<file path="src/rtl/reg_addr_decoder.sv">
// Registered one-hot address decoder for the register bank ports.
// Optional build macro ADDR_DEC_TRISTATE_EN: disabled output floats instead of driving zeros.
module reg_addr_decoder #(
    parameter int ADDR_WIDTH = 4,
    parameter int OUT_WIDTH  = 2**ADDR_WIDTH,
    parameter int DEPTH      = OUT_WIDTH
) (
    input  logic                  clk,
    input  logic                  rst_n,
    input  logic                  en,
    input  logic [ADDR_WIDTH-1:0] in,
    output logic [OUT_WIDTH-1:0]  out,
    output logic                  addr_err
);

    logic [OUT_WIDTH-1:0] w_sel;
    logic [OUT_WIDTH-1:0] r_sel;
    logic [31:0]          w_addr;
    logic                 w_hit;
    logic                 w_err;
    logic                 r_err;

    assign w_addr = 32'(in);

    // Unimplemented codes decode to no select at all, never an alias.
    always_comb begin
        w_sel = '0;
        w_hit = en && (w_addr < 32'(DEPTH));
        w_err = en && !w_hit;
        for (int k = 0; k < OUT_WIDTH; k++) begin
            w_sel[k] = w_hit && (w_addr == 32'(k));
        end
    end

    always_ff @(posedge clk or negedge rst_n) begin
        if (!rst_n) begin
            r_sel <= '0;
            r_err <= 1'b0;
        end else begin
            r_sel <= w_sel;
            r_err <= w_err;
        end
    end

    assign addr_err = r_err;

`ifdef ADDR_DEC_TRISTATE_EN
    logic r_oe;

    // Reset drives zeros; afterwards the bus is released on idle cycles.
    always_ff @(posedge clk or negedge rst_n) begin
        if (!rst_n) begin
            r_oe <= 1'b1;
        end else begin
            r_oe <= en;
        end
    end

    assign out = r_oe ? r_sel : {OUT_WIDTH{1'bz}};
`else
    assign out = r_sel;
`endif

endmodule

</file>
<file path="config.mk">
export PLATFORM = sky130hd
export DESIGN_NAME = reg_addr_decoder
export DESIGN_NICKNAME = d
export VERILOG_FILES = /design/src/rtl/reg_addr_decoder.sv
export SDC_FILE = /design/constraint.sdc
export NUM_CORES = 1
export LEC_CHECK = 0
export CORE_UTILIZATION = 43
export DETAILED_ROUTE_END_ITERATION = 8
export PLACE_DENSITY = 0.77
export SLEW_MARGIN = 30
export SYNTH_ARGS = -nofsm -noshare
export SYNTH_HDL_FRONTEND = slang
export SYNTH_SLANG_ARGS = --single-unit
</file>
<file path="constraint.sdc">
create_clock -name clk -period 0.9 [get_ports clk]
set_input_delay 0.135 -clock clk [delete_from_list [all_inputs] [get_ports clk]]
set_output_delay 0.135 -clock clk [all_outputs]
set_load 0.005 [all_outputs]
</file>
==> results of run 1 <==
## through the flow
stage | cell area, µm² | setup TNS [ps] | setup WS [ps] | cells
2_1_floorplan | 599 | 0 | 233 | 45
3_3_place_gp | 883 | -3640 | -304 | 86
3_5_place_dp | 883 | -4100 | -277 | 86
4_1_cts | 826 | 0 | 0.245 | 89
5_1_grt | 843 | -379 | -36.3 | 89
6_report | 843 | 0 | 8.42 | 89
## power groups by stage
| stage | logic, mW | clock network (mW) | registers (mW) |
|---|---|---|---|
| global route | 0.167 | 0.392 | 0.733 |
| finish | 0.152 | 0.341 | 0.731 |
| floorplan | 0.0562 | 0 | 0.749 |
| global placement | 0.158 | 0 | 0.746 |
| detailed placement | 0.162 | 0 | 0.746 |
| CTS | 0.150 | 0.355 | 0.732 |
## cells in the mapped netlist
library cell and number:
buf_4 2, clkbuf_2 1, conb_1 1, dfrtp_1 16
nand2_1 1, nand2_2 1, nand2b_1 1, nand2b_2 1
nand2b_4 1, nand3_1 2, nand3b_1 2, nor2_1 6
nor3_1 2, nor3_2 6, nor4_1 1, nor4_2 1
## per-layer routing
metal	vias up	GRT usage (%)	routed length (µm)
met2	14	23.8	442
li1	210	-	-
met3	2	3.41	47
met5	-	0	0
met4	0	10.3	12
met1	202	17.9	437
## repair_timing
| action | 4_1_cts | 5_1_grt |
|---|---|---|
| endpoints found under the setup margin | 16 | 25 |
| gates resized for setup | 63 | 5 |
| hold buffers | 0 | 0 |
| buffers inserted | 0 | 0 |
## area by class of cell
type / instances / area, µm² / area share, %
clock buffers: 3 / 22.5 / 2.67
multi-input cells: 26 / 189 / 22.4
flip-flops and latches: 16 / 400 / 47.5
well taps: 15 / 18.8 / 2.23
repair buffers: 29 / 213 / 25.2
## cells by family after synthesis
| logic type | count (synthesis) | synth area share, % |
|---|---|---|
| flip-flops | 16 | 66.8 |
| other | 1 | 0.626 |
| AND/OR/NAND/NOR | 25 | 29.2 |
| buffers and inverters | 3 | 3.34 |
## worst paths after layout
path | start | endpoint | slack, ps | cells past startpoint
setup / recovery | out[10]$_DFF_PN0_ | out[10] | 8 | 1
max in group asynchronous | rst_n | out[14]$_DFF_PN0_ | 590 | 2
hold / removal | rst_n | out[15]$_DFF_PN0_ | 190 | 2
min in group clk | in[2] | out[0]$_DFF_PN0_ | 230 | 2
==> summary.md, run 1 <==
| Metric | Value |
|---|---|
| Share of layout cells above drive strength 1 | 51.4% |
| Core ar. | 0.00130 mm² |
| Slowest stage delay, CP | 370 ps |
| CP max-delay cell | dfrtp_1 |
| GRT Total Usage | 15.0% |
| Most frequent cells in the layout | dfrtp_1 (16), buf_2 (16), nor3_2 (6), nor2_1 (6), buf_4 (6) |
| Hold Slack | 186 ps |
| Area growth syn-to-layout | 40.7% |
| Fin. Hold Viols | 0 |
| CTS tree | built |
| Syn Nets | 52 |
| Final setup fails | 0 |
| Number of global-route vias before repair | 378 |
| Detail Placement HPWL | 734 µm |
| Fillers | 111 |
| CTS sink cnt | 16 |
| RSZ-0062 raised after global routing | yes |
| Yosys reg bits | 16 |
| Total power draw | 1.22 mW |
| Total gr overflow | 0 |
| Max-slew violations | 0 |
| Logic pwr share | 12.4% |
| Clock transition at path regs | 80 ps |
| Cell count after synthesis | 45 |
| Critical Path RT | 760 ps |
| Status | complete, no violations |
| Vias | 428 |
| Dominant cells by area after synthesis | dfrtp_1 (67%), nor3_2 (10%), nor2_1 (3.8%), buf_4 (2.5%), nand3b_1 (2.5%) |
| Antenna diodes | 0 |
| Final ANT Viol Nets | 0 |
| Post-synth cell types | 16 |
| Die ar. | 0.00155 mm² |
| Max-cap violations | 0 |
| Seq/Total Area, Yosys | 66.8% |
| Largest net degree at the start of global routing | 17 |
| Kind of end point of the critical path | output pin |
| Largest area contributor in the netlist | dfrtp_1 |
| Global placer's final weighted congestion | 0.766 |
| Antenna violations before repair | 0 |
| Crit path time final | 892 ps |
| Number of port buffers | 22 |
| Crit path buffers/inverters | 1 |
| Synth warn | 0 |
| DIE HEIGHT | 39.3 µm |
| Switch share | 21.8% |
| Crit-path leading delay family | flip-flops |
| DRT Pass-1 Iters | 2 |
| Layout net count | 83 |
| CTS buffer count | 3 |
| Synth top area share | 66.8% |
| Clock power share | 27.9% |
| WL/cell | 10.6 µm |
| Pint | 0.958 mW |
| Seq pwr share | 59.7% |
| Worst hold path type | input pin to async pin |
| Iteration-0 DRC Markers | 4 |
| Vias per inst | 4.81 |
| I/O pin cnt | 24 |
| Final core utilization | 64.8% |
| Crit path DAT | 760 ps |
| Rows | 13 |
| Fmax achieved | 1120 MHz |
| Worst Path Max Fanout | 1 |
| Post-route DRC | 0 |
| Fin crit share | 99.1% |
| Die X | 39.3 µm |
| IR drop worst, VDD | 0.000895 V |
| Kind of critical path | flip-flop to output pin |
| NetSw | 0.267 mW |
| Initial core utilization | 46.1% |
| CP Cell Sequence | buf_2 |
| Pwr Density | 1450 mW/mm² |
| Leak Pwr | 0.463 nW |
| H-tree depth | 1 |
| Routed WL | 940 µm |
| Clock buffer depth | 2 |
| Max reg flops | 16 |
| Syn_area_per_cell | 13.3 µm² |
| Root Driver | clkbuf_4 |
| Synthesized area | 599 µm² |
| First-pass GRT wire length | 1.48 mm |
| Critical Path Start Type | flip-flop |
Power figures use the tool's default switching activity.
==> run 2: changes to the inputs <==
--- a/config.mk
+++ b/config.mk
@@ -7,7 +7,7 @@
 export LEC_CHECK = 0
 export CORE_UTILIZATION = 43
 export DETAILED_ROUTE_END_ITERATION = 8
-export PLACE_DENSITY = 0.77
+export PLACE_DENSITY = 0.8
 export SLEW_MARGIN = 30
 export SYNTH_ARGS = -nofsm -noshare
 export SYNTH_HDL_FRONTEND = slang
==> run 2 against run 1 <==
  * The flow now finishes with violations (negative setup slack)
  * Global-route usage grew 2.6 points
  * Count of clock-buffer cells in the layout rose by 1
  * Combinational power rose by 13%
  * Largest cell class unchanged
  * Highest routed layer is now met3
==> summary.md, run 2 (synthesis gave the netlist of run 1 again) <==
| Metric | Value |
|---|---|
| Status | finished, violations left |
| Failing checks | negative setup slack |
| Antenna violations before repair | 0 |
| Crit path time final | 920 ps |
| Kind of end point of the critical path | output pin |
| Die X | 39.3 µm |
| Clock buffer depth | 2 |
| Critical Path Start Type | flip-flop |
| CP max-delay cell | dfrtp_1 |
| Number of port buffers | 22 |
| First-pass GRT wire length | 1.70 mm |
| Critical Path RT | 760 ps |
| Layout net count | 86 |
| CP Cell Sequence | buf_2 |
| Fillers | 102 |
| GRT Total Usage | 17.6% |
| Die ar. | 0.00155 mm² |
| Hold Slack | 176 ps |
| CTS tree | built |
| Largest net degree at the start of global routing | 17 |
| CP Capture Point | out[10] |
| Initial core utilization | 46.1% |
| Number of global-route vias before repair | 397 |
| Worst hold path type | input pin to async pin |
| Leak Pwr | 0.496 nW |
| Levels on crit path | 1 |
| CTS buffer count | 3 |
| Most frequent cells in the layout | dfrtp_1 (16), buf_2 (16), buf_4 (8) |
| CTS sink cnt | 16 |
| Total gr overflow | 0 |
| Vias | 437 |
| Final setup fails | 4 |
| Rows | 13 |
| Routed WL | 1.09 mm |
| Final ANT Viol Nets | 0 |
| Kind of critical path | flip-flop to output pin |
| Iteration-0 DRC Markers | 16 |
| Core ar. | 0.00130 mm² |
| Crit. Startpoint | out[10]$_DFF_PN0_ |
| IR drop worst, VDD | 0.00102 V |
| I/O pin cnt | 24 |
| Fin. Hold Viols | 0 |
| RSZ-0062 raised after global routing | yes |
| Placed instance count | 89 |
| Clock transition at path regs | 90 ps |
| Worst Path Max Fanout | 1 |
| H-tree depth | 1 |
| Root Driver | clkbuf_4 |
| WL/cell | 11.7 µm |
| Fmax achieved | 1090 MHz |
| Share of layout cells above drive strength 1 | 56.4% |
| Post-CTS Setup Repair Bufs | 0 |
| Area growth syn-to-layout | 51.1% |
| Fin cells | 93 |
| Worst setup margin | -20.2 ps |
| Hold_buf cts | 0 |
| Max-slew violations | 0 |
| Post-route DRC | 0 |
| Pwr Density | 1510 mW/mm² |
| Crit path DAT | 790 ps |
| Vias per inst | 4.70 |
| Max reg flops | 16 |
| Crit-path leading delay family | flip-flops |
| Antenna diodes | 0 |
| Slowest stage delay, CP | 380 ps |
| Detail Placement HPWL | 782 µm |
| Max-cap violations | 0 |
| Global placer's final weighted congestion | 0.855 |
| Crit path buffers/inverters | 1 |
| Setup TNS Final | -30.6 ps |
| DRT Pass-1 Iters | 4 |
| Fin crit share | 102% |
| DIE HEIGHT | 39.3 µm |
## run 2: changes by cell type in the layout (fill, tap and decap cells not counted)
cell and delta:
nor3_1 -1, buf_6 +1, buf_4 +2, clkbuf_8 +1, nor4_4 +1, nand2_2 -1, nor4_1 -1, dlygate4sd2_1 +2
nand2_4 +1, nor3_2 +1, clkdlybuf4s50_1 -2
## run 2: through the flow
stage / setup WS [ps] / area [µm²] / power (mW) / utilization, %
finish: -20.2 / 906 / 1.36 / 69.6
global route: -42.1 / 906 / 1.42 / 69.6
CTS: -22.4 / 860 / 1.36 / 66.1
detailed placement: -325 / 906 / 0.918 / 69.6
global placement: -301 / 906 / 0.913 / 69.6
floorplan: 233 / 599 / 0.805 / -
## run 2: worst min path at each step
stage | to | slack (ps) | depth (start not counted)
floorplan | out[0]$_DFF_PN0_ | -160 | 0
global placement | out[9]$_DFF_PN0_ | 480 | 2
detailed placement | out[15]$_DFF_PN0_ | 480 | 2
CTS | out[6]$_DFF_PN0_ | 180 | 2
global route | out[7]$_DFF_PN0_ | 180 | 2
finish | out[15]$_DFF_PN0_ | 180 | 2
## run 2: final cells by class
cell class	instances	area [µm²]	share of cell area, %
timing repair buffer	32	236	26.1
tap	15	18.8	2.07
sequential	16	400	44.2
clock buffer	4	36.3	4.01
multi-input combinational	26	214	23.6
## run 2: report_power, final
group / switching [mW] / internal (mW) / total (mW)
Combinational: 0.0898 / 0.0820 / 0.172
Clock: 0.215 / 0.246 / 0.461
Sequential: 0.00230 / 0.729 / 0.732
## run 2: what timing repair did
action,in CTS,in global routing
endpoints found under the setup margin,17,23
pin swaps,0,1
resized for setup,66,10
## run 2: per-layer routing
metal  track usage, %  wire length (µm)  up-vias
met5                0                 0        -
met2             24.2               526       17
met4             12.9                 0        0
met3             3.41                46        0
met1             24.4               516      204
li1                 -                 -      216
==> run 3: changes to the inputs <==
--- a/config.mk
+++ b/config.mk
@@ -5,6 +5,7 @@
 export SDC_FILE = /design/constraint.sdc
 export NUM_CORES = 1
 export LEC_CHECK = 0
+export CAP_MARGIN = 15
 export CORE_UTILIZATION = 43
 export DETAILED_ROUTE_END_ITERATION = 8
 export PLACE_DENSITY = 0.8
==> results of run 3 <==
Final layout, timing and power as in run 2 (identical DEF).
==> variant (config.mk and constraints of run 2) <==
Change the parameter `ADDR_WIDTH` from 4 to 5.
--- a/src/rtl/reg_addr_decoder.sv
+++ b/src/rtl/reg_addr_decoder.sv
@@ -3,3 +3,3 @@
 module reg_addr_decoder #(
-    parameter int ADDR_WIDTH = 4,
+    parameter int ADDR_WIDTH = 5,
     parameter int OUT_WIDTH  = 2**ADDR_WIDTH,
Ports: changed (resized in and out); port bits go from 24 to 41. No check against the original RTL was run, so the function may have changed too.
==> variant against run 2 <==
  * Largest power group unchanged
  * The run still ends with negative setup slack left
  * Global-route usage rose by 2.7 points
  * Clock power up 79%
  * Synthesized area up 81%
  * Final area rose by 67%
  * Critical path type unchanged
  * Synthesized cell count up 87%
  * Total power rose by 82%
  * Sequential cell count grew 16
  * Worst setup slack got worse by 51 ps
  * Wire length rose by 120%
==> variant: results <==
metrics = {
    "critical_path": {
        "top_fanout_value_on_the_critical_path": 1,
        "crit_path_max_incr_delay_ps": 380,
        "crit_path_top_delay_cell": "sky130_fd_sc_hd__dfrtp_1",
        "critical_path.top_delay_family": "flip-flops",
        "arrival_ps": 840,
    },
    "placement": {
        "place.gp.congestion": 0.7725,
        "preCtsSetupSlack_ps": -450.1,
        "place_hpwl_mm": 1.607,
        "placed_cell_area_um2": 1550,
        "numPortBuffers": 39,
    },
    "synth": {
        "yosys.cell_types.count": 15,
        "async_sr_flop_fraction_pct": 100.0,
        "synthesis.yosys.warnings": 0,
        "most_frequent_cells_after_synthesis": "32 x sky130_fd_sc_hd__dfrtp_1, 24 x sky130_fd_sc_hd__nor2_1, 7 x sky130_fd_sc_hd__nor3_1, 4 x sky130_fd_sc_hd__nand2b_1",
        "ys_top_cells_by_area": "sky130_fd_sc_hd__dfrtp_1 74%, sky130_fd_sc_hd__nor2_1 8.3%, sky130_fd_sc_hd__nor3_1 3.2%, sky130_fd_sc_hd__nand4bb_1 3.1%, sky130_fd_sc_hd__nand4b_1 2.4%",
        "mappedNetlistNets": 92,
        "synth_sequential_area_ratio_pct": 73.90,
    },
    "timing": {
        "setup-tns-final_ps": -1562,
        "setup_ws_ps": -70.69,
        "setup_viol": 32,
    },
    "status": {
        "failed_checks": "negative setup slack",
        "run_status": "finished, violations left",
    },
    "clock_tree": {
        "cts_made_buffers": 5,
        "clk_pin_slew_ps": 100,
        "htreeDepth": 2,
        "cts_root_buf": "sky130_fd_sc_hd__clkbuf_4",
        "ctsLongestPathBuffers": 2,
    },
    "pwr": {
        "power_dissipated_in_the_clock_network_mw": 0.825,
        "p_switching_mw": 0.5732,
        "p_int_mw": 1.912,
        "static-leakage-power_nw": 0.8441,
        "maximum_vdd_ir_drop_v": 0.001275,
        "pg_seq_mw": 1.45,
    },
    "route": {
        "wl_met2_mm": 1.122,
        "highest-signal-layer": "met4",
        "routed_wl_mm": 2.345,
        "vias_after_detailed_routing": 806,
        "wl_met3_um": 181,
        "drt_first_pass_iters": 4,
        "post-route-drc-count": 0,
        "drt_iter0_drc": 8,
        "wirelength_met1_um": 999,
    },
    "layout": {
        "area_growth_syn_to_layout_pct": 39.72,
        "drive_above_1_share_pct": 41.91,
        "n_fill_cell": 192,
        "largest_register_ff_count": 32,
        "antenna_cells_inserted": 0,
        "final_net_count": 143,
    },
    "grt": {
        "grt_first_pass_wirelength_mm": 3.788,
        "number_of_global_route_vias_before_repair": 786,
        "track_usage_pct": 20.31,
        "antenna_found_initial": 0,
        "grt_start_max_net_pins": 33,
    },
    "min_path": {
        "hp-class": "primary input to asynchronous set/reset pin",
    },
}
-- variant: cell types whose count changed after synthesis, sizes merged --
cell and delta:
nand4b +3, nor2 +18, nand3b -2, clkbuf +1, nand4 +1, nor4 -2
buf +1, or4b +1, nand2b +1, nand4bb +3, dfrtp +16, nand3 -2
-- variant: kinds of logic after synthesis --
logic type	Yosys count	share of synthesized area, %
buf+inv	5	2.887
flops	32	73.90
other cells	1	0.3461
simple gates	46	22.86
-- variant: path summary, 6_finish.rpt --
check | start | to | slack, ps | cells after the start
min in group clk | in[3] | out[24] | 200 | 3
max | out[1] | out[1] | -70 | 1
max in group asynchronous | rst_n | out[16] | 560 | 2
min | rst_n | out[5] | 160 | 2
-- variant: what timing repair did --
action,CTS,global route
pin swaps,3,0
setup buffers,2,0
setup endpoints to repair,49,44
resized for setup,134,5
-- variant: layer usage --
metal | track usage, % | up-vias
met3 | 7.246 | 6
met4 | 7.895 | 0
met2 | 30.98 | 32
met1 | 26.56 | 393
met5 | 0 | -
li1 | - | 375
-- variant: area by class of cell --
class,instances,area (µm²),area share [%]
sequential,32,800.8,52.89
tap,28,35.03,2.314
timing repair buffer,49,317.8,20.99
clock inverter,2,10.01,0.6612
multi-input combinational,47,299.0,19.75
clock buffer,6,51.30,3.388
-- variant: stage by stage --
| stage | util, % | cells |
|---|---|---|
| 2_1_floorplan | - | 84 |
| 3_3_place_gp | 67.48 | 154 |
| 3_5_place_dp | 67.48 | 154 |
| 4_1_cts | 64.54 | 164 |
| 5_1_grt | 65.90 | 164 |
| 6_report | 65.90 | 164 |
